File: src/rtl/p4_router_ingress_port_packer.sv
// Per-port width adapter: packs narrow AXI-Stream beats into wide ingress-bus words,
// drops zero-byte packets and truncates packets longer than MTU_BYTES.
module p4_router_ingress_port_packer #(
  parameter int IN_DATA_BYTES  = 8,
  parameter int OUT_DATA_BYTES = 32,
  parameter int MTU_BYTES      = 1500
) (
  input  logic                          clk,
  input  logic                          sresetn,
  input  logic                          phys_tvalid,
  output logic                          phys_tready,
  input  logic [IN_DATA_BYTES*8-1:0]    phys_tdata,
  input  logic [IN_DATA_BYTES-1:0]      phys_tkeep,
  input  logic                          phys_tlast,
  output logic                          adapted_tvalid,
  input  logic                          adapted_tready,
  output logic [OUT_DATA_BYTES*8-1:0]   adapted_tdata,
  output logic [OUT_DATA_BYTES-1:0]     adapted_tkeep,
  output logic [OUT_DATA_BYTES-1:0]     adapted_tstrb,
  output logic                          adapted_tlast,
  output logic [7:0]                    adapted_tid,
  output logic [7:0]                    adapted_tdest,
  output logic [0:0]                    adapted_tuser,
  output logic                          trunc_pulse,
  output logic                          empty_drop_pulse
);

  localparam int RATIO      = OUT_DATA_BYTES / IN_DATA_BYTES;
  localparam int LANE_W     = (RATIO > 1) ? $clog2(RATIO) : 1;
  localparam int CNT_W      = $clog2(MTU_BYTES + 1);
  localparam int BEAT_CNT_W = $clog2(IN_DATA_BYTES + 1);
  localparam int OUT_W      = OUT_DATA_BYTES * 8;

  if ((OUT_DATA_BYTES % IN_DATA_BYTES) != 0 || OUT_DATA_BYTES < IN_DATA_BYTES) begin : g_bad_ratio
    $error("OUT_DATA_BYTES must be a positive integer multiple of IN_DATA_BYTES");
  end

  typedef enum logic [0:0] {S_ACCUM = 1'b0, S_DISCARD = 1'b1} state_t;

  state_t                      state_q, state_d;
  logic [LANE_W-1:0]           lane_q, lane_d;
  logic [CNT_W-1:0]            byte_cnt_q, byte_cnt_d;
  logic [OUT_W-1:0]            stage_q, stage_d;
  logic                        out_valid_q, out_valid_d;
  logic [OUT_W-1:0]            out_data_q, out_data_d;
  logic [OUT_DATA_BYTES-1:0]   out_keep_q, out_keep_d;
  logic                        out_last_q, out_last_d;
  logic                        trunc_q, trunc_d;
  logic                        empty_q, empty_d;

  function automatic logic [BEAT_CNT_W-1:0] keep_count(input logic [IN_DATA_BYTES-1:0] k);
    logic [BEAT_CNT_W-1:0] c;
    c = '0;
    for (int i = 0; i < IN_DATA_BYTES; i++) c = c + BEAT_CNT_W'(k[i]);
    return c;
  endfunction

  function automatic logic [OUT_DATA_BYTES-1:0] keep_mask(input int nbytes);
    logic [OUT_DATA_BYTES-1:0] m;
    for (int i = 0; i < OUT_DATA_BYTES; i++) m[i] = (i < nbytes);
    return m;
  endfunction

  // Discard mode swallows the tail of a truncated packet even while the output is full.
  assign phys_tready = (state_q == S_DISCARD) || !out_valid_q || adapted_tready;

  always_comb begin
    logic [BEAT_CNT_W-1:0] beat_bytes;
    logic [OUT_W-1:0]      staged;
    logic                  accept;
    logic                  over_mtu;
    logic                  complete;
    int                    sum_bytes;
    int                    take_bytes;
    int                    word_bytes;

    state_d     = state_q;
    lane_d      = lane_q;
    byte_cnt_d  = byte_cnt_q;
    stage_d     = stage_q;
    out_valid_d = out_valid_q;
    out_data_d  = out_data_q;
    out_keep_d  = out_keep_q;
    out_last_d  = out_last_q;
    trunc_d     = 1'b0;
    empty_d     = 1'b0;

    accept     = phys_tvalid && phys_tready;
    beat_bytes = keep_count(phys_tkeep);
    sum_bytes  = int'(byte_cnt_q) + int'(beat_bytes);
    over_mtu   = (sum_bytes > MTU_BYTES);
    take_bytes = over_mtu ? (MTU_BYTES - int'(byte_cnt_q)) : int'(beat_bytes);
    word_bytes = int'(lane_q) * IN_DATA_BYTES + take_bytes;
    complete   = (int'(lane_q) == RATIO - 1) || phys_tlast || over_mtu;

    // Bytes past take_bytes stay zero so unused output lanes are clean.
    staged = stage_q;
    for (int l = 0; l < RATIO; l++) begin
      for (int b = 0; b < IN_DATA_BYTES; b++) begin
        if (l == int'(lane_q) && b < take_bytes)
          staged[(l*IN_DATA_BYTES+b)*8 +: 8] = phys_tdata[b*8 +: 8];
      end
    end

    if (out_valid_q && adapted_tready) out_valid_d = 1'b0;

    if (accept) begin
      if (state_q == S_DISCARD) begin
        if (phys_tlast) state_d = S_ACCUM;
      end else if (phys_tlast && beat_bytes == '0 && byte_cnt_q == '0) begin
        empty_d = 1'b1;
      end else if (phys_tlast || beat_bytes != '0) begin
        if (complete) begin
          out_valid_d = 1'b1;
          out_data_d  = staged;
          out_keep_d  = keep_mask(word_bytes);
          out_last_d  = phys_tlast || over_mtu;
          stage_d     = '0;
          lane_d      = '0;
        end else begin
          stage_d = staged;
          lane_d  = lane_q + LANE_W'(1);
        end
        byte_cnt_d = (phys_tlast || over_mtu) ? '0 : CNT_W'(int'(byte_cnt_q) + take_bytes);
        trunc_d    = over_mtu;
        if (over_mtu && !phys_tlast) state_d = S_DISCARD;
      end
    end
  end

  always_ff @(posedge clk) begin
    if (!sresetn) begin
      state_q     <= S_ACCUM;
      lane_q      <= '0;
      byte_cnt_q  <= '0;
      stage_q     <= '0;
      out_valid_q <= 1'b0;
      out_data_q  <= '0;
      out_keep_q  <= '0;
      out_last_q  <= 1'b0;
      trunc_q     <= 1'b0;
      empty_q     <= 1'b0;
    end else begin
      state_q     <= state_d;
      lane_q      <= lane_d;
      byte_cnt_q  <= byte_cnt_d;
      stage_q     <= stage_d;
      out_valid_q <= out_valid_d;
      out_data_q  <= out_data_d;
      out_keep_q  <= out_keep_d;
      out_last_q  <= out_last_d;
      trunc_q     <= trunc_d;
      empty_q     <= empty_d;
    end
  end

  assign adapted_tvalid   = out_valid_q;
  assign adapted_tdata    = out_data_q;
  assign adapted_tkeep    = out_keep_q;
  assign adapted_tlast    = out_last_q;
  assign adapted_tstrb    = '1;
  assign adapted_tid      = '0;
  assign adapted_tdest    = '0;
  assign adapted_tuser    = '0;
  assign trunc_pulse      = trunc_q;
  assign empty_drop_pulse = empty_q;

endmodule

File: config.mk
export PLATFORM = sky130hd
export DESIGN_NAME = p4_router_ingress_port_packer
export DESIGN_NICKNAME = d
export VERILOG_FILES = /design/src/rtl/p4_router_ingress_port_packer.sv
export SDC_FILE = /design/constraint.sdc
export NUM_CORES = 1
export LEC_CHECK = 0
export CELL_PAD_IN_SITES_DETAIL_PLACEMENT = 1
export CELL_PAD_IN_SITES_GLOBAL_PLACEMENT = 1
export CORE_AREA = 2 2 265 267
export DETAILED_ROUTE_END_ITERATION = 7
export DIE_AREA = 0 0 267 269
export PLACE_DENSITY_LB_ADDON = 0.1
export RECOVER_POWER = 50
export SYNTH_ARGS = -nofsm -noshare
export SYNTH_HDL_FRONTEND = slang
export SYNTH_SLANG_ARGS = --single-unit
export TNS_END_PERCENT = 20
File: constraint.sdc
create_clock -name clk -period 10 [get_ports clk]
set_input_delay 2.5 -clock clk [delete_from_list [all_inputs] [get_ports clk]]
set_output_delay 2.5 -clock clk [all_outputs]
set_load 0.02 [all_outputs]
Yosys cells after proc, flatten, opt, wreduce, memory -nomap -nowiden

Index checks and enable logic that the tools add are counted.

Register bits after elaboration: 562
Logic and storage cells: 173

Equal/unequal tests: 4
$add $sub $neg: 12
Muxes and demuxes: 48
$lt $le $gt $ge: 41
Reductions and logical operators: 53
Bitwise logic cells: 5

Operators by type and width:

| operator                                                         | number |
|---|---|
| less-than comparator 6 x 32 -> 1 bit (first input constant)      | 16 |
| less-than comparator 4 x 32 -> 1 bit (first input constant)      | 8 |
| less-than comparator 5 x 32 -> 1 bit (first input constant)      | 8 |
| 2-to-1 mux 256 bit                                               | 1 |
| 2-to-1 mux 8 bit                                                 | 32 |
| less-than comparator 3 x 32 -> 1 bit (first input constant)      | 4 |
| less-than comparator 1 x 32 -> 1 bit (first input constant)      | 2 |
| less-than comparator 2 x 32 -> 1 bit (first input constant)      | 2 |
| logical AND 1 bit                                                | 37 |
| adder 6 x 32 -> 32 bit                                           | 1 |
| 2-to-1 mux 32 bit                                                | 1 |
| adder 4 x 1 -> 4 bit                                             | 4 |
| adder 11 x 4 -> 12 bit                                           | 1 |
| greater-than comparator 12 x 11 -> 1 bit (second input constant) | 1 |
| 2-to-1 mux 1 bit                                                 | 12 |
| subtractor 11 x 11 -> 12 bit (first input constant)              | 1 |
| adder 11 bit                                                     | 1 |
| logical NOT 11 bit                                               | 1 |
| 2-to-1 mux 11 bit                                                | 1 |
| logical OR 1 bit                                                 | 6 |
| inverter 1 bit                                                   | 5 |
| AND reduction 5 bit                                              | 1 |
| OR reduction 5 bit                                               | 1 |
| adder 3 x 1 -> 4 bit                                             | 1 |
| 13 further kinds                                                 | 15 |

Longest topological paths before layout

Gate-level depths: netlist (run 1).

Depth after elaboration: 15
Gate-level depth with buffers: 35
Gate-level depth less buffers: 31

Worst setup path before layout (run 1)

No wires, ideal clock.

Kind: input port to flip-flop
Start: in phys_tkeep[0]
End: reg out_keep_q[1], in the netlist adapted_tkeep[1]
Arrival: 9.318 ns
Cell stages on the path: 33
Slack: 0.565 ns
Cell sequence: inv_1 fa_1 fa_1 fa_1 inv_1 ha_1 inv_1 fa_1 nand2b_1 nand2_1 inv_1 ha_1 a211oi_2 a21oi_1 xnor2_1 a2111oi_4 o21ai_2 buf_2 buf_2 buf_2 o21ai_0 ha_1 fa_1 nand2_1 nor3_1 nand2_1 ha_1 nor2_1 nand3_1 nor4_1 o211ai_1 or4_1 a22o_1

Cells in the longest elaborated chain, start to end: 12

RTL lines:

| item                                                                          | RTL line | text |
|---|---|---|
| start, declared                                                               | 13       | `input logic [IN_DATA_BYTES-1:0] phys_tkeep,` |
| adder 1 x 1 -> 2 bit (*)                                                      | 54       | `for (int i = 0; i < IN_DATA_BYTES; i++) c = c + BEAT_CNT_W'(k[i]);` |
| adder 2 x 1 -> 3 bit (*)                                                      | 54       |  |
| adder 3 x 1 -> 4 bit (*)                                                      | 54       |  |
| adder 4 x 1 -> 4 bit (*) (4 in a row)                                         | 54       |  |
| adder 11 x 4 -> 12 bit or logical NOT 4 bit (tied branches)                   | 90, 110  |  |
| greater-than comparator 12 x 11 -> 1 bit or logical AND 1 bit (tied branches) | 91, 110  |  |
| 2-to-1 mux 32 bit or logical AND 1 bit (tied branches)                        | 92, 110  |  |
| adder 6 x 32 -> 32 bit or inverter 1 bit (tied branches)                      | --       |  |
| less-than comparator 2 x 32 -> 1 bit or AND reduction 5 bit (tied branches)   | --       |  |
| end signal, assigned                                                          | 150      | `out_keep_q <= out_keep_d;` |
| end, declared                                                                 | 46       | `logic [OUT_DATA_BYTES-1:0] out_keep_q, out_keep_d;` |

Every way passes the cells marked *; elsewhere a longest branch is shown, timed or not.
A chain may end at the register's enable or synchronous reset.

Final worst setup path (run 1)

Start: in phys_tkeep[0]
End: reg out_keep_q[6], in the netlist adapted_tkeep[6]

Cells in the longest elaborated chain, start to end: 12

RTL lines:

| item                                                                          | RTL line |
|---|---|
| adder 1 x 1 -> 2 bit (*)                                                      | 54 |
| adder 2 x 1 -> 3 bit (*)                                                      | 54 |
| adder 3 x 1 -> 4 bit (*)                                                      | 54 |
| adder 4 x 1 -> 4 bit (*) (4 in a row)                                         | 54 |
| adder 11 x 4 -> 12 bit or logical NOT 4 bit (tied branches)                   | 90, 110 |
| greater-than comparator 12 x 11 -> 1 bit or logical AND 1 bit (tied branches) | 91, 110 |
| 2-to-1 mux 32 bit or logical AND 1 bit (tied branches)                        | 92, 110 |
| adder 6 x 32 -> 32 bit or inverter 1 bit (tied branches)                      | -- |
| less-than comparator 4 x 32 -> 1 bit or AND reduction 5 bit (tied branches)   | -- |

Marked as above.

==> results of run 1 <==
-- routing by layer --
layer	global-route usage [%]	wire length, µm
met2	40.29	43050
met3	5.553	5271
met4	7.486	2421
met5	0	67
met1	31.64	39600
-- cell type report --
type	instances	area [µm²]	share of cell area, %
Antenna cell	3	7.507	0.02442
Clock buffer	100	1972	6.413
Clock inverter	16	226.5	0.7365
Inverter	33	126.4	0.4110
Multi-Input combinational cell	1930	11940	38.83
Sequential cell	562	11250	36.59
Tap cell	940	1176	3.825
Timing Repair Buffer	410	4050	13.17
-- metrics by stage --
step	worst slack [ns]	power, µW
detailed placement	-0.2273	3471
floorplan	0.5650	3068
CTS	0.3838	5943
global route	0.04446	6099
finish	0.4848	5858
global placement	0.2171	3446
-- state kept, by name (all words and copies together) (netlist names) --
signal	cells
adapted_tdata	256
adapted_tkeep	32
adapted_tlast	1
adapted_tvalid	1
byte_cnt_q	11
empty_drop_pulse	1
lane_q	2
stage_q	256
state_q	1
trunc_pulse	1
-- worst max-delay path by stage --
stage / endpoint / slack (ns) / cells after the start
3_3_place_gp: adapted_tkeep[1] / 0.22 / 31
5_1_grt: adapted_tkeep[6] / 0.04 / 30
2_1_floorplan: adapted_tkeep[1] / 0.56 / 33
4_1_cts: adapted_tkeep[6] / 0.38 / 30
3_5_place_dp: adapted_tkeep[6] / -0.23 / 30
6_report: adapted_tkeep[6] / 0.48 / 31
-- report_power, final --
part | switching, µW | total, µW | leakage (µW) | internal, µW
Sequential | 55.3 | 2370 | 0.00454 | 2310
Clock | 968 | 2460 | 0.00108 | 1490
Combinational | 753 | 1030 | 0.00569 | 281
-- critical path, delay by kind of cell --
family / cells / cell delay, ns
buffers and inverters: 5 / 0.74
XOR/XNOR: 1 / 0.19
AND/OR/NAND/NOR: 9 / 1.78
AO/OA/AOI/OAI: 7 / 1.76
adder cells (fa/ha/maj): 9 / 3.01
-- layout by cell type (no fill, tap or decap), drive strengths merged, types with 9 or more instances in the layout --
master / instances
o21a: 16
nor3: 10
xnor2: 13
clkdlybuf4s50: 75
o21ai: 39
dfxtp: 562
a211oi: 38
and3: 68
clkinv: 9
nand3: 498
inv: 34
conb: 49
a21oi: 99
ha: 26
buf: 37
o22ai: 18
nor2: 83
a22oi: 10
nand4: 275
clkbuf: 105
dlygate4sd3: 293
mux2i: 46
nand2: 167
a32o: 40
a21o: 9
a221o: 9
o211ai: 275
and2: 37
-- kinds of logic (layout without fill, tap and decap cells) --
family                     after synthesis  count (layout)  synth area share [%]
AOI/OAI and AO/OA                      593             593                 17.46
xor gates and xnor gates                18              18                0.6399
adders and majority gates               33              33                 1.889
buffers and inverters                  364             559                 6.795
DFF                                    562             562                 45.67
muxes                                   48              48                 2.153
other                                    2              52               0.03048
and+or+nand+nor                       1189            1189                 25.36
-- repair_timing --
| action | CTS | global route |
|---|---|---|
| setup buffers | 0 | 1 |
| resized for setup | 0 | 2 |
| endpoints found under the setup margin | 0 | 22 |
| endpoints found under the hold margin | 0 | 0 |
==> metrics.yaml, run 1 <==
synth_top_area_share_pct: 45.67
worstPathMaxFanout: 5
setup_viol: 0
yosysTopAreaCell: "dfxtp_1"
firstDrtPassIters: 5
hold_violations: 0
drive_above_1_share_pct: 5.637
place_inst: 3874
stdcell_area_mm2: 0.03075
syn_avg_cell_area_um2: 8.771
gp_congestion: 0.8625
tritoncts: "done"
n_fill_cell: 7868
drc: 0
finalCritPeriodShare_pct: 95.15
hp-start: "adapted_tkeep[31]"
grt-ovfl-total: 0
cap_viol_max_count: 4
outcome: "finished with violations"
yosysWarningCount: 0
grt_pass1_wl_um: 138600
port_buffers: 369
synth_commonest_cells: "dfxtp_1 (562), nand3_1 (498), nand4_1 (275), o211ai_1 (275), clkbuf_1 (191)"
gr-usage-all-layers_pct: 24.38
dp_hpwl_um: 61610
reg2reg_to: "adapted_tkeep[6]"
ys_seq_area_share_pct: 45.67
fin_hold_ws_ns: 0.4502
cts_max_level: 3
worst_setup_path_start_kind: "input port"
hold_path.class: "flop to flop"
clkSinkCount: 562
hold_depth: 2
via_count: 23230
drv_slew: 418
yosys-top-cells-area: "dfxtp_1 (46%), nand3_1 (10%), o211ai_1 (8.4%)"
critPathKind: "input port to flop"
vias_per_cell: 5.817
core-area_mm2: 0.06930
fin_setup_tns_ns: 0
syn_inst: 2809
async_reset_ff_share_pct: 0
synth_cell_types: 72
timing.rr.start: "byte_cnt_q[0]"
clk_pin_slew_ns: 0.06
crit_slowest_cell: "fa_1"
ios: 419
crit_top_cell: "fa_1"
worst_slew_pin_slew_ns: 2.870
numCtsBuffers: 66
r2r_slack_ns: 4.62
placementRows: 97
synth_edf_count: 0
ant_nets: 0
wl_per_cell_um: 22.64
die_area_mm2: 0.07182
start_util_pct: 35.55
fp.dieW_um: 267
power_density_mw_per_mm2: 190.5
antenna_found_initial: 7
rsz0062_at_grt: "no"
p_leak_uw: 0.01131
min_to: "adapted_tkeep[31]"
clockRootBuffer: "clkbuf_16"
drt-total-wl_um: 90410
peakVddDrop_mv: 0.1208
nets: 3113
area_growth_pct: 24.80
critPathCaptureType: "flop"
startpoint: "phys_tkeep[0]"
finalClockSkew_ns: 0.02211
die_h_um: 269
critical_path_required_ns: 10.48
placed_area_mm2: 0.02858
violations: "capacitance limit, slew limit"
fmax_mhz: 105.1
synth_seq_cells: 562
yosysMostFrequentCell: "dfxtp_1"
hold_buffers: 0
ys.flop_type: "dfxtp_1"
grt_max_degree: 230
post-route-util_pct: 44.37
grt_pass1_vias: 22990
critical_path_arrival_ns: 10.00
fin_crit_ns: 9.515
clk_path_buf_depth: 3
netlist_area_mm2: 0.02464
slew_headroom_pct: -91.33
max_stage_delay_ns: 0.56
r2r_cells: 20
drt-initial-drc-count: 1976
stdcell_count: 3994
clk_latency_ns: 0.60
(Power assumes the default switching activity.)
==> run 2, diff against run 1 <==
CORE_AREA = 2 2 253 280   (was 2 2 265 267)
DIE_AREA = 0 0 255 282   (was 0 0 267 269)
==> run 2 against run 1 <==
  * The flow still finishes with violations (capacitance limit, slew limit)
  * Sequential power hardly changed
  * Non-clock buffer count is 10 higher
  * Utilization is 0.21 points higher
  * Fmax is 0.26% lower
  * Final cell count is 0.15% lower
  * Combinational power hardly changed
  * Worst setup slack worse by 0.025 ns
  * First-iteration DRC count is 34% lower
  * Global-route usage hardly changed
  * Clock-buffer cell count is 11 lower
  * Register-to-register slack better by 0.06 ns
  * Critical endpoint is now stage_q[18]
  * Largest power group unchanged
==> metrics.yaml, run 2 (same netlist as run 1, synthesis figures left out) <==
dp_hpwl_um: 62700
vias_per_cell: 5.810
finalCritPeriodShare_pct: 95.40
die_h_um: 282
p_leak_uw: 0.01131
mostFrequentLayoutCells: "dfxtp_1 (562), nand3_1 (498), dlygate4sd3_1 (293), nand4_1 (275), o211ai_1 (275)"
grt-ovfl-total: 0
grt_max_degree: 236
power_density_mw_per_mm2: 188.6
crit_chain: "clkdlybuf4s50_1 > inv_1 > fa_1 > fa_1 > fa_1 > inv_1 > ha_1 > inv_1 > fa_1 > nand2b_1 > nand2_1 > inv_1 > ha_1 > and3_1 > or3_1 > o2111ai_1 > a2111oi_4 > clkbuf_1 > o21a_1 > nor3_1 > clkbuf_2 > nand3_1 > a21oi_1"
clockRootBuffer: "clkbuf_16"
fin_hold_ws_ns: 0.4438
violations: "capacitance limit, slew limit"
crit_slowest_cell: "clkbuf_2"
critPathKind: "input port to flop"
fin_crit_ns: 9.540
clk_latency_ns: 0.65
drc: 0
nets: 3118
r2r_cells: 11
min_to: "adapted_tkeep[31]"
worst_setup_path_start_kind: "input port"
gp_congestion: 0.8363
critical_path_required_ns: 10.55
cap_viol_max_count: 3
critical_path_arrival_ns: 10.09
hold_violations: 0
startpoint: "phys_tkeep[0]"
hp-start: "adapted_tkeep[31]"
hold_path.class: "flop to flop"
hold_depth: 2
max_stage_delay_ns: 1.38
p_seq_share_pct: 40.8
total_power_uw: 5791
cts_max_level: 2
grt_pass1_vias: 23330
mostFrequentLayoutCell: "dfxtp_1"
critPathCaptureType: "flop"
fmax_mhz: 104.8
cts_resized: 0
r2r_slack_ns: 4.68
place_ws_ns: -0.1793
post-route-util_pct: 44.58
worst_slew_pin_slew_ns: 1.736
numCtsBuffers: 61
wl_per_cell_um: 22.71
pwr-share-comb_pct: 17.9
critPathBufInv: 7
via_count: 23170
netSwitchingFraction_pct: 30.69
ios: 419
drt-initial-drc-count: 1314
peakVddDrop_mv: 0.1340
clkSinkCount: 562
path_depth: 23
start_util_pct: 35.77
firstDrtPassIters: 5
outcome: "finished with violations"
p_clk_share_pct: 41.3
clk_path_buf_depth: 3
gr-usage-all-layers_pct: 24.36
drive_above_1_share_pct: 5.686
p_sw_uw: 1777
drv_slew: 148
reg2reg_to: "stage_q[18]"
rsz0062_at_grt: "no"
die_area_mm2: 0.07191
core-area_mm2: 0.06887
worstPathMaxFanout: 76
timing.rr.start: "byte_cnt_q[2]"
setup_viol: 0
post-cts-setup-buffers: 0
antenna_found_initial: 4
finalClockSkew_ns: 0.02819
drt-total-wl_um: 90570
grt_pass1_wl_um: 138300
internal_power_uw: 4014
placementRows: 101
critPathTopFamily: "adder cells"
placed_area_mm2: 0.02865
area_growth_pct: 24.62
stdcell_area_mm2: 0.03070
clk_pin_slew_ns: 0.06
port_buffers: 369
hold_buffers: 0
fp.dieW_um: 255
ant_nets: 0
worst_slack_ns: 0.4596
tritoncts: "done"
slew_headroom_pct: -15.70
-- run 2: cell type report --
cell class / instances / area [µm²]
clock buffers: 89 / 1782
multi-input cells: 1930 / 11910
repair buffers: 420 / 4111
well taps: 927 / 1160
diodes: 1 / 2.502
clock inverters: 26 / 356.6
fillers: 7807 / 38170
inverters: 33 / 126.4
flip-flops and latches: 562 / 11250
-- run 2: stage by stage --
stage / cells / TNS [ns]
2_1_floorplan: 2856 / 0
3_3_place_gp: 3872 / 0
3_5_place_dp: 3872 / -1.975
4_1_cts: 3987 / 0
5_1_grt: 3988 / 0
6_report: 3988 / 0
-- run 2: worst max path at each step --
stage | to | slack (ns)
final | stage_q[18] | 0.46
after global routing | adapted_tkeep[20] | 0.03
after CTS | adapted_tkeep[1] | 0.50
after detailed placement | adapted_tkeep[1] | -0.18
after global placement | adapted_tkeep[1] | 0.11
after floorplan | adapted_tkeep[1] | 0.56
-- run 2: worst reg2reg max path, stage by stage, from the launching register on --
cell	delay [ns]
dfxtp_1	0.64
ha_1	0.35
and3_1	0.21
or3_1	0.35
o2111ai_1	0.17
a2111oi_4	0.16
clkbuf_1	0.17
o21a_1	0.23
nor3_1	1.05
clkbuf_2	1.38
nand3_1	0.29
a21oi_1	0.23
-- run 2: power by group through the flow --
stage / clock (µW) / sequential (µW) / combinational (µW)
after floorplan: 0 / 2450 / 616
after global placement: 0 / 2410 / 1040
after detailed placement: 0 / 2410 / 1060
after CTS: 2450 / 2370 / 1070
after global routing: 2540 / 2370 / 1130
final: 2390 / 2360 / 1040
-- run 2: layer usage --
layer	share of wire (%)	vias to the layer above	GRT usage, %
met5	0.041	-	0
met4	3.3	6	8.142
li1	-	10940	-
met1	44	11550	31.45
met3	5.9	147	5.668
met2	47	522	39.92
